`src/rtl/uart_cmd_decoder_pkg.sv`:
```
// Shared definitions for the UART command decoder: FSM states, opcodes and
// the framing/response byte constants.
package uart_cmd_decoder_pkg;

    // Decoder FSM states
    typedef enum logic [2:0] {
        StIdle   = 3'd0,
        StCmd    = 3'd1,
        StDataHi = 3'd2,
        StDataLo = 3'd3,
        StChk    = 3'd4,
        StResp   = 3'd5
    } state_e;

    // Opcodes carried in cmd[7:4]
    localparam logic [3:0] OpWriteReg = 4'h1;
    localparam logic [3:0] OpStart    = 4'h2;
    localparam logic [3:0] OpClear    = 4'h3;

    // Framing and response bytes
    localparam logic [7:0] SyncByte = 8'hA5;
    localparam logic [7:0] AckByte  = 8'h06;
    localparam logic [7:0] NakByte  = 8'h15;

    // True for opcodes the decoder knows how to execute
    function automatic logic opcode_known(input logic [3:0] op);
        return (op == OpWriteReg) || (op == OpStart) || (op == OpClear);
    endfunction

endpackage

```
`src/rtl/uart_cmd_decoder_timeout.sv`:
```
// Inter-byte timeout: counts cycles since the last kick while enabled and
// raises a one-cycle expired pulse after TIMEOUT_CYCLES quiet cycles.
module uart_byte_timeout #(
    parameter int unsigned TIMEOUT_CYCLES = 1000000
) (
    input  logic clk,
    input  logic rst,
    input  logic enable,
    input  logic kick,
    output logic expired
);

    localparam int unsigned CntW = (TIMEOUT_CYCLES > 1) ? $clog2(TIMEOUT_CYCLES) : 1;
    localparam logic [CntW-1:0] CntMax = CntW'(TIMEOUT_CYCLES - 1);

    logic [CntW-1:0] cnt_q;

    // A kick in the expiry cycle wins, so a late byte is never lost
    assign expired = enable && !kick && (cnt_q == CntMax);

    // Cycle counter, cleared when idle, on every byte and after expiry
    always_ff @(posedge clk or posedge rst) begin
        if (rst) begin
            cnt_q <= '0;
        end else if (!enable || kick || expired) begin
            cnt_q <= '0;
        end else begin
            cnt_q <= cnt_q + 1'b1;
        end
    end

endmodule

```
`src/rtl/uart_cmd_decoder.sv`:
```
// UART command decoder: frames A5/cmd/payload/checksum packets, executes
// register writes and start/clear commands, and answers with ACK or NAK.
module uart_cmd_decoder
    import uart_cmd_decoder_pkg::*;
#(
    parameter int unsigned TIMEOUT_CYCLES = 1000000,
    parameter int unsigned NUM_REGS       = 16
) (
    input  logic        clk,
    input  logic        rst,
    input  logic [7:0]  rx_data,
    input  logic        rx_valid,
    input  logic        tx_ready,
    output logic [7:0]  tx_data,
    output logic        tx_send,
    output logic        reg_wr_en,
    output logic [3:0]  reg_addr,
    output logic [15:0] reg_wr_data,
    output logic        cmd_start,
    output logic        cmd_clear,
    output logic        pkt_error,
    output logic        busy
);

    state_e      state_q, state_d;
    logic [3:0]  op_q;
    logic [3:0]  addr_q;
    logic        nak_q;
    logic [7:0]  chk_q;
    logic [7:0]  data_hi_q;
    logic [7:0]  data_lo_q;

    logic [7:0]  tx_data_q;
    logic        reg_wr_en_q;
    logic [3:0]  reg_addr_q;
    logic [15:0] reg_wr_data_q;
    logic        cmd_start_q;
    logic        cmd_clear_q;
    logic        pkt_error_q;

    logic        collecting;
    logic        tmo_expired;
    logic        cmd_nak;
    logic        cmd_is_write;
    logic        pkt_good;

    assign collecting   = (state_q == StCmd) || (state_q == StDataHi) ||
                          (state_q == StDataLo) || (state_q == StChk);
    assign cmd_is_write = (rx_data[7:4] == OpWriteReg);
    // Bad commands are still framed as zero-payload so the checksum byte is consumed
    assign cmd_nak      = !opcode_known(rx_data[7:4]) ||
                          (cmd_is_write && (32'(rx_data[3:0]) >= NUM_REGS));
    assign pkt_good     = (rx_data == chk_q) && !nak_q;

    uart_byte_timeout #(
        .TIMEOUT_CYCLES(TIMEOUT_CYCLES)
    ) u_byte_timeout (
        .clk    (clk),
        .rst    (rst),
        .enable (collecting),
        .kick   (rx_valid),
        .expired(tmo_expired)
    );

    // State register
    always_ff @(posedge clk or posedge rst) begin
        if (rst) begin
            state_q <= StIdle;
        end else begin
            state_q <= state_d;
        end
    end

    // Next-state logic; a byte always takes priority over timeout expiry
    always_comb begin
        state_d = state_q;
        unique case (state_q)
            StIdle: begin
                if (rx_valid && (rx_data == SyncByte)) state_d = StCmd;
            end
            StCmd: begin
                if (rx_valid) begin
                    state_d = (cmd_is_write && !cmd_nak) ? StDataHi : StChk;
                end else if (tmo_expired) begin
                    state_d = StIdle;
                end
            end
            StDataHi: begin
                if (rx_valid) state_d = StDataLo;
                else if (tmo_expired) state_d = StIdle;
            end
            StDataLo: begin
                if (rx_valid) state_d = StChk;
                else if (tmo_expired) state_d = StIdle;
            end
            StChk: begin
                if (rx_valid) state_d = StResp;
                else if (tmo_expired) state_d = StIdle;
            end
            StResp: begin
                if (tx_ready) state_d = StIdle;
            end
            default: state_d = StIdle;
        endcase
    end

    // FSM outputs: send in the first RESP cycle the transmitter is idle
    always_comb begin
        tx_send = (state_q == StResp) && tx_ready;
        busy    = (state_q != StIdle);
    end

    // Packet capture, action strobes and response byte
    always_ff @(posedge clk or posedge rst) begin
        if (rst) begin
            op_q          <= '0;
            addr_q        <= '0;
            nak_q         <= 1'b0;
            chk_q         <= '0;
            data_hi_q     <= '0;
            data_lo_q     <= '0;
            tx_data_q     <= '0;
            reg_wr_en_q   <= 1'b0;
            reg_addr_q    <= '0;
            reg_wr_data_q <= '0;
            cmd_start_q   <= 1'b0;
            cmd_clear_q   <= 1'b0;
            pkt_error_q   <= 1'b0;
        end else begin
            reg_wr_en_q <= 1'b0;
            cmd_start_q <= 1'b0;
            cmd_clear_q <= 1'b0;
            pkt_error_q <= collecting && tmo_expired;

            if (rx_valid) begin
                unique case (state_q)
                    StCmd: begin
                        op_q   <= rx_data[7:4];
                        addr_q <= rx_data[3:0];
                        nak_q  <= cmd_nak;
                        chk_q  <= rx_data;
                    end
                    StDataHi: begin
                        data_hi_q <= rx_data;
                        chk_q     <= chk_q ^ rx_data;
                    end
                    StDataLo: begin
                        data_lo_q <= rx_data;
                        chk_q     <= chk_q ^ rx_data;
                    end
                    StChk: begin
                        if (pkt_good) begin
                            tx_data_q <= AckByte;
                            if (op_q == OpWriteReg) begin
                                reg_wr_en_q   <= 1'b1;
                                reg_addr_q    <= addr_q;
                                reg_wr_data_q <= {data_hi_q, data_lo_q};
                            end
                            cmd_start_q <= (op_q == OpStart);
                            cmd_clear_q <= (op_q == OpClear);
                        end else begin
                            tx_data_q   <= NakByte;
                            pkt_error_q <= 1'b1;
                        end
                    end
                    // Bytes arriving while the response is pending are dropped
                    StResp: pkt_error_q <= 1'b1;
                    default: ;
                endcase
            end
        end
    end

    assign tx_data     = tx_data_q;
    assign reg_wr_en   = reg_wr_en_q;
    assign reg_addr    = reg_addr_q;
    assign reg_wr_data = reg_wr_data_q;
    assign cmd_start   = cmd_start_q;
    assign cmd_clear   = cmd_clear_q;
    assign pkt_error   = pkt_error_q;

endmodule

```
`config.mk`:
```
export PLATFORM = sky130hd
export DESIGN_NAME = uart_cmd_decoder
export DESIGN_NICKNAME = d
export VERILOG_FILES = /design/src/rtl/uart_cmd_decoder_pkg.sv /design/src/rtl/uart_cmd_decoder_timeout.sv /design/src/rtl/uart_cmd_decoder.sv
export SDC_FILE = /design/constraint.sdc
export NUM_CORES = 1
export LEC_CHECK = 0
export CAP_MARGIN = 5
export CORE_MARGIN = 2
export CORE_UTILIZATION = 55
export CTS_CLUSTER_SIZE = 16
export DETAILED_ROUTE_END_ITERATION = 8
export GPL_TIMING_DRIVEN = 0
export PLACE_DENSITY_LB_ADDON = 0.2
export SLEW_MARGIN = 20
export SYNTH_ARGS = -nofsm -noshare
export SYNTH_HDL_FRONTEND = slang
export SYNTH_HIERARCHICAL = 1
export SYNTH_SLANG_ARGS = --single-unit
```
`constraint.sdc`:
```
create_clock -name clk -period 2.83 [get_ports clk]
set_input_delay 0.566 -clock clk [delete_from_list [all_inputs] [get_ports clk]]
set_output_delay 0.566 -clock clk [all_outputs]
set_load 0.01 [all_outputs]
```
==> results.md, run 1 <==
* Via count at 2509
* Worst Hold Launch: tx_data[2]
* Hold buffers post-CTS at 0
* CTS root buf: clkbuf_8
* Sequential element share of the synthesized area at 0.539
* Final weighted congestion in routability-driven placement at 0.844
* # rows at 30
* Final Max Slew Viols at 0
* Hold Crit Class: flop to flop
* Worst Hold End: tx_data[2]
* Area grow syn2layout at 18.6%
* Routed WL at 7220 um
* Number of warnings issued by yosys at 6
* IR drop worst, VDD at 0.000345 V
* Peak Freq at 392 MHz
* Fin. Hold Viols at 0
* Startpoint types: flop
* Final Total Pwr at roughly 3.1 mW
* Min Tclk post-route at about 2.6 ns
* Relative slew slack at 0.482
* Clock sink count at 83
* Global Route Usage Sum at 0.200
* Fin nets at 392
* FF-to-FF End: state_q[2]
* Most frequent cells in the layout: 83 x dfrtp_1, 37 x clkdlybuf4s50_1, 31 x nand2_1
* Setup crit end kind: flop
* Fin util at 0.672
* RSZ-0062 raised after global routing: no
* Critical path data required time at 3.07 ns
* Period utilisation layout at 0.902
* Dominant synthesized flop cell: dfrtp_1
* Clk Latency, worst-skew pair at between 0.3 and 0.4 ns
* Most common cell after layout, fill and taps aside: dfrtp_1
* DRT Pass-1 Iters at 4
* Vias/cell at about 5.2
* Cell Area, Synth at 3850 um^2
* CORE AREA at around 6800 um^2
* Fin Clk Skew at 0.0148 ns
* Die area at roughly 7700 um^2
* Status: completed
* Post-synth EDFFs at 0
* Worst-path fanout max at 7
* DRT iter0 DRCs at 56
* Post-synth ARST share at 1.00
* Synth Instances at 327
* Endpoints failing setup at 0
* Reg2reg start: u_byte_timeout/cnt_q[0]
* Boundary Pins at 46
* Setup Buffers After CTS at 0
* Max cap viols at 0
* Power per cell area at 679 nW/um^2
* # diodes at 0
* Fraction of final layout cells sized beyond drive strength 1 at 0.214
* Lkg Pwr at 1.98 nW
* Reg2Reg Depth at 8
* Max Buffers Root-to-Sink at 2
* CTS tree: done
* Initial core utilization at 0.567
* Final TNS setup at 0 ns
* Final Cell Area at 4570 um^2
* Synth cell types at 47
* Htree depth at 3
* Post-cts resize count at 0
* Clock-pin slew on the worst setup and hold paths at 0.09 ns
* First-pass GRT wire length at ~12000 um
* Hpwl dp at ~5000 um
* Die width at 87.7 um
* Measured slew at the worst slew-check pin at 0.775 ns
* Hold Crit Depth at 1
* Number of global-route vias before repair at 2492
* Residual DRC count at 0
* GR Overflow Total at 0
* Wire per inst at ~15 um
* CTS buffer count at 9
* Pin count of the biggest net entering global routing at 36
* Post-route ant nets at 0
* Crit path kind: flop to flop
* Flip-flop and latch count after synthesis at 83
* Die Y at around 88 um
* R2R setup slack at 0.28 ns
* Placed cell areas at 4380 um^2
* Worst EP arrival at 2.79 ns
* Initial antenna violation count at 0
* Port Buffers at 37
* Syn_area_per_cell at between 10 and 15 um^2
-- sequential cells by signal, indices dropped and copies added (netlist names) --
| signal | count |
|---|---|
| nak_q | 1 |
| addr_q | 4 |
| op_q | 4 |
| reg_wr_en | 1 |
| data_lo_q | 8 |
| cmd_start | 1 |
| data_hi_q | 8 |
| reg_wr_data | 16 |
| reg_addr | 4 |
| state_q | 3 |
| cmd_clear | 1 |
| tx_data | 3 |
| u_byte_timeout/cnt_q | 20 |
| chk_q | 8 |
| pkt_error | 1 |
-- power breakdown --
part           switching, mW  internal [mW]  leakage (nW)  total, mW
Sequential             0.134           1.40          1.11       1.53
Clock                  0.486          0.343        0.0893      0.828
Combinational          0.383          0.359         0.781      0.742
Total                   1.00           2.10          1.98       3.10
-- area by class of cell --
| class | count | area (um^2) |
|---|---|---|
| timing repair buffer | 38 | 390 |
| fill | 519 | 2230 |
| inverter | 11 | 43.8 |
| buffer | 20 | 120 |
| multi-input combinational | 216 | 1620 |
| clock inverter | 7 | 67.6 |
| clock buffer | 9 | 124 |
| tap | 96 | 120 |
| sequential | 83 | 2080 |
-- layer usage --
layer | part of all wire | track usage
met4 | 0.0079 | 0.0587
met1 | 0.45 | 0.252
met3 | 0.028 | 0.0481
met5 | 0 | 0
met2 | 0.51 | 0.346
-- worst max-delay path: stages, from the launching register on --
cell	delay, ns
dfrtp_1	0.39
ha_1	0.22
nand4_1	0.27
or2_2	0.41
nor4_1	0.59
inv_1	0.12
o21ai_0	0.20
o22a_1	0.16
o2bb2ai_1	0.06
-- how the worst max path moves through the flow --
stage	start	to	slack, ns	cells after the start
2_1_floorplan	rx_data[6]	reg_addr[0]	0.66	6
3_3_place_gp	rst	reg_addr[3]	-0.41	2
3_5_place_dp	rx_valid	reg_wr_data[6]	-0.02	7
4_1_cts	u_byte_timeout/cnt_q[0]	state_q[2]	0.32	8
5_1_grt	u_byte_timeout/cnt_q[0]	state_q[2]	0.16	8
6_report	u_byte_timeout/cnt_q[0]	state_q[2]	0.28	8
-- stage by stage --
step	std cells	hold WS [ns]	setup slack (ns)
finish	480	0.472	0.277
global route	480	0.488	0.160
CTS	480	0.477	0.321
detailed placement	464	0.457	-0.0174
global placement	463	0.451	-0.410
floorplan	330	0.447	0.661
-- logic make-up after synthesis --
family | Yosys count | share of synthesized area
flops | 83 | 0.539
buf+inv | 31 | 0.0419
mux | 45 | 0.151
compound gates | 29 | 0.0530
simple gates | 109 | 0.147
xor+xnor | 28 | 0.0637
fa+ha+maj | 1 | 0.00325
other cells | 1 | 0.000974
-- synth_stat cells (all sizes together) (2+ instances only) --
cell     n  area (um^2)
nand4    4         25.0
o31ai    4         43.8
xnor2   16          140
clkbuf   9         35.0
buf     11         85.1
nand2   31          116
inv     11         41.3
o21ai    8         40.0
nor3     5         25.0
nand3   11         65.1
mux2    44          571
nor4     6         37.5
or3      6         37.5
nand2b   3         18.8
dfrtp   83         2080
a21oi    7         35.0
nor2b    4         25.0
or4      7         56.3
or2      3         18.8
nor2    23         86.3
xor2    12          105
nor4b    2         17.5
Note: power is estimated with default switching activity, not from simulation.
==> inputs of run 2 (changes only) <==
--- a/config.mk
+++ b/config.mk
@@ -5,8 +5,8 @@
 export SDC_FILE = /design/constraint.sdc
 export NUM_CORES = 1
 export LEC_CHECK = 0
+export ABC_AREA = 1
 export CAP_MARGIN = 5
-export CORE_MARGIN = 2
 export CORE_UTILIZATION = 55
 export CTS_CLUSTER_SIZE = 16
 export DETAILED_ROUTE_END_ITERATION = 8
==> run 2 against run 1 <==
  * Wire length grew 20%
  * Combinational power grew 54%
  * Clock-buffer cell count grew 2
  * Critical path type is now input port to primary output
  * Hold slack is essentially flat
  * Core utilization grew 1.3 points
  * Critical endpoint is now tx_send
  * Clock power grew 18%
  * Sequential cell count is the same
  * Sequential share of layout area shrank 3.9 points
==> results.md, run 2 <==
* Dominant synthesized flop cell: dfrtp_1
* RSZ-0062 raised after global routing: no
* Measured slew at the worst slew-check pin at 0.768 ns (-0.00722 ns)
* Post-cts resize count at 0 (unchanged)
* Synth cell types at 36 (-23%)
* Worst-path fanout max at 2 (-5)
* Top delay family on crit path: buffers and inverters
* DRT Pass-1 Iters at 4 (unchanged)
* Final Max Slew Viols at 0 (unchanged)
* Lkg Pwr at 2.39 nW (+20%)
* Initial core utilization at 0.575 (+0.00779)
* Most Frequent Cell on Critical Path: clkdlybuf4s50_1
* Via count at 3343 (+33%)
* Final Cell Area at 4990 um^2 (+9.4%)
* Hold buffers post-CTS at 0 (unchanged)
* Area leader, netlist: dfrtp_1
* Max cap viols at 0 (unchanged)
* Area grow syn2layout at 19.2%
* Gate power share at 0.306 (+0.067)
* Sw frac at 0.346 (+0.0223)
* Global Route Usage Sum at 0.236 (+0.0359)
* Hpwl dp at 6340 um (+27%)
* Fin nets at 565 (+44%)
* Die Y at 89.3 um (+1.8%)
* Sequential Power Share at 0.432 (-0.061)
* IR drop worst, VDD at 0.000352 V (+2.1%)
* CTS buffer count at 9 (unchanged)
* Final Total Pwr at 3.73 mW (+20%)
* Final TNS setup at 0 ns (unchanged)
* First-pass GRT wire length at 14100 um (+19%)
* Most frequent cells in the layout: 138 x nand2_1, 83 x dfrtp_1, 69 x nor2_1
* Worst-path cell chain: clkdlybuf4s50_1 -> inv_1 -> nor2_1 -> clkdlybuf4s50_1
* Residual DRC count at 0 (unchanged)
* CORE AREA at 7290 um^2 (+7.3%)
* Max reg flops at 20 (unchanged)
* Power per cell area at 747 nW/um^2 (+10%)
* Clock-pin slew on the worst setup and hold paths at 0.08 ns (about the same)
* Min Tclk post-route at 2.28 ns (-0.270 ns)
* Commonest cells in the netlist: 138 x nand2_1, 83 x dfrtp_1, 69 x nor2_1, 44 x inv_1, 32 x nand3_1
* Fin Clk Skew at 0.00946 ns (-0.00535 ns)
* Startpoint types: input port
* Initial antenna violation count at 0 (unchanged)
* # rows at 31 (+3.3%)
* Max Buffers Root-to-Sink at 2 (unchanged)
* Setup Buffers After CTS at 0 (unchanged)
* CTS root buf: clkbuf_8
* Area of the multi-input gates at 1750 um^2 (+7.6%)
* R2R setup slack at 0.86 ns (+0.58 ns)
* Final weighted congestion in routability-driven placement at 0.877 (+3.9%)
* Fin. Hold Viols at 0 (unchanged)
* Period utilisation layout at 0.807 (-0.0955)
* Filler instances at 612 (+18%)
* Boundary Pins at 46 (unchanged)
* Crit path to: tx_send
* # diodes at 0 (unchanged)
* Worst Path Buf+Inv at 3 (+2)
* Flip-flop and latch count after synthesis at 83 (unchanged)
* Fraction of final layout cells sized beyond drive strength 1 at 0.171 (-0.0430)
* Htree depth at 3 (unchanged)
* Crit path depth at 4 (-4)
* Critical Path Source: tx_ready
* Number of global-route vias before repair at 3089 (+24%)
* Clk Latency, worst-skew pair at 0.35 ns (about the same)
* Setup crit end kind: primary output
* Post-synth EDFFs at 0 (unchanged)
* Top cell type's share of synthesized area at 0.496 (-0.0436)
* Cell Area, Synth at 4190 um^2 (+8.8%)
* Worst EP arrival at 1.72 ns (-1.07 ns)
* Most common cell after layout, fill and taps aside: nand2_1
* Synth Instances at 496 (+52%)
* FF+latch area at 2080 um^2 (unchanged)
* Reg2reg start: u_byte_timeout/cnt_q[0]
* Peak Freq at 438 MHz (+12%)
* Routed WL at 8640 um (+20%)
* Syn_area_per_cell at 8.45 um^2 (-28%)
* Die width at 89.3 um (+1.8%)
* Most common cell in the synthesized netlist: nand2_1
* Pin count of the biggest net entering global routing at 38 (+5.6%)
* Wire per inst at 13.2 um (-12%)
* Port Buffers at 41 (+11%)
* Die area at 7970 um^2 (+3.7%)
* CTS tree: done
* Largest reg by FF count: u_byte_timeout/cnt_q
* Status: completed
* Relative slew slack at 0.488 (+0.00616)
* GR Overflow Total at 0 (unchanged)
* Post-route ant nets at 0 (unchanged)
* Switch Pwr at 1.29 mW (+29%)
* Internal power at 2.44 mW (+16%)
* Sequential element share of the synthesized area at 0.496 (-0.0436)
* Critical path data required time at 2.26 ns (-0.81 ns)
* Reg2Reg Depth at 10 (+2)
* Slowest stage cell on the critical path: clkdlybuf4s50_1
* Endpoints failing setup at 0 (unchanged)
* Clock Power Share at 0.262 (-0.005)
* Crit path kind: input port to primary output
* Clock sink count at 83 (unchanged)
* DRT iter0 DRCs at 178 (+220%)
* Hold Crit Class: flop to flop
* Number of warnings issued by yosys at 6 (unchanged)
* FF-to-FF End: state_q[2]
* Peak per-stage delay on the critical path at 0.54 ns (-0.05 ns)
* Vias/cell at 5.10 (-2.5%)
* Synth area leaders: dfrtp_1 50%, nand2_1 12%, nor2_1 6.2%
* Placed cell areas at 4760 um^2 (+8.8%)
* Post-synth ARST share at 1.00 (unchanged)
run 2: changes by cell type after synthesis, moves of 22 or more:
cell,change
nor2_1,+46
nand2_1,+107
inv_1,+33
mux2_2,-24
nand3_1,+23
o21ai_2,+22
run 2: kinds of logic after synthesis:
logic type / Yosys count / synth area share
xor+xnor: 17 / 0.0355
simple gates: 278 / 0.299
fa+ha+maj: 1 / 0.00299
flops: 83 / 0.496
compound gates: 44 / 0.0758
buf+inv: 72 / 0.0902
other cells: 1 / 0.000895
run 2: power by group through the flow:
| stage | registers, mW | clock network [mW] | logic, mW |
|---|---|---|---|
| after floorplan | 1.60 | 0 | 0.871 |
| final | 1.61 | 0.978 | 1.14 |
| after detailed placement | 1.63 | 0 | 1.14 |
| after global placement | 1.62 | 0 | 1.09 |
| after CTS | 1.61 | 0.988 | 1.15 |
| after global routing | 1.64 | 1.03 | 1.27 |
run 2: how the worst min path moves through the flow:
| stage | startpoint | endpoint | slack (ns) | cells after the start |
|---|---|---|---|---|
| after floorplan | u_byte_timeout/cnt_q[0] | u_byte_timeout/cnt_q[0] | 0.45 | 1 |
| after global placement | tx_data[2] | tx_data[2] | 0.45 | 1 |
| after detailed placement | tx_data[2] | tx_data[2] | 0.46 | 1 |
| after CTS | tx_data[2] | tx_data[2] | 0.48 | 1 |
| after global routing | tx_data[2] | tx_data[2] | 0.49 | 1 |
| final | tx_data[2] | tx_data[2] | 0.47 | 1 |
run 2: per-stage QoR:
stage / hold slack, ns / util / cells / setup WS, ns
after floorplan: 0.450 / - / 499 / 0.694
after global placement: 0.452 / 0.649 / 639 / -0.373
after detailed placement: 0.457 / 0.653 / 640 / 0.462
after CTS: 0.476 / 0.685 / 656 / 0.533
after global routing: 0.487 / 0.685 / 656 / 0.459
final: 0.472 / 0.685 / 656 / 0.548
run 2: routing by layer:
layer	routed length, um	track usage	vias up
met3	256	0.0314	13
met4	136	0.0880	0
met1	3890	0.300	1609
met5	0	0	-
met2	4360	0.414	67
li1	-	-	1654
run 2: final cells by class:
class                           instances  share of cell area
Tap cell                               99              0.0248
Clock buffer                           11              0.0303
Clock inverter                          5              0.0170
Buffer                                 19              0.0353
Sequential cell                        83               0.416
Inverter                               53              0.0408
Timing Repair Buffer                   42              0.0862
Multi-Input combinational cell        344               0.350
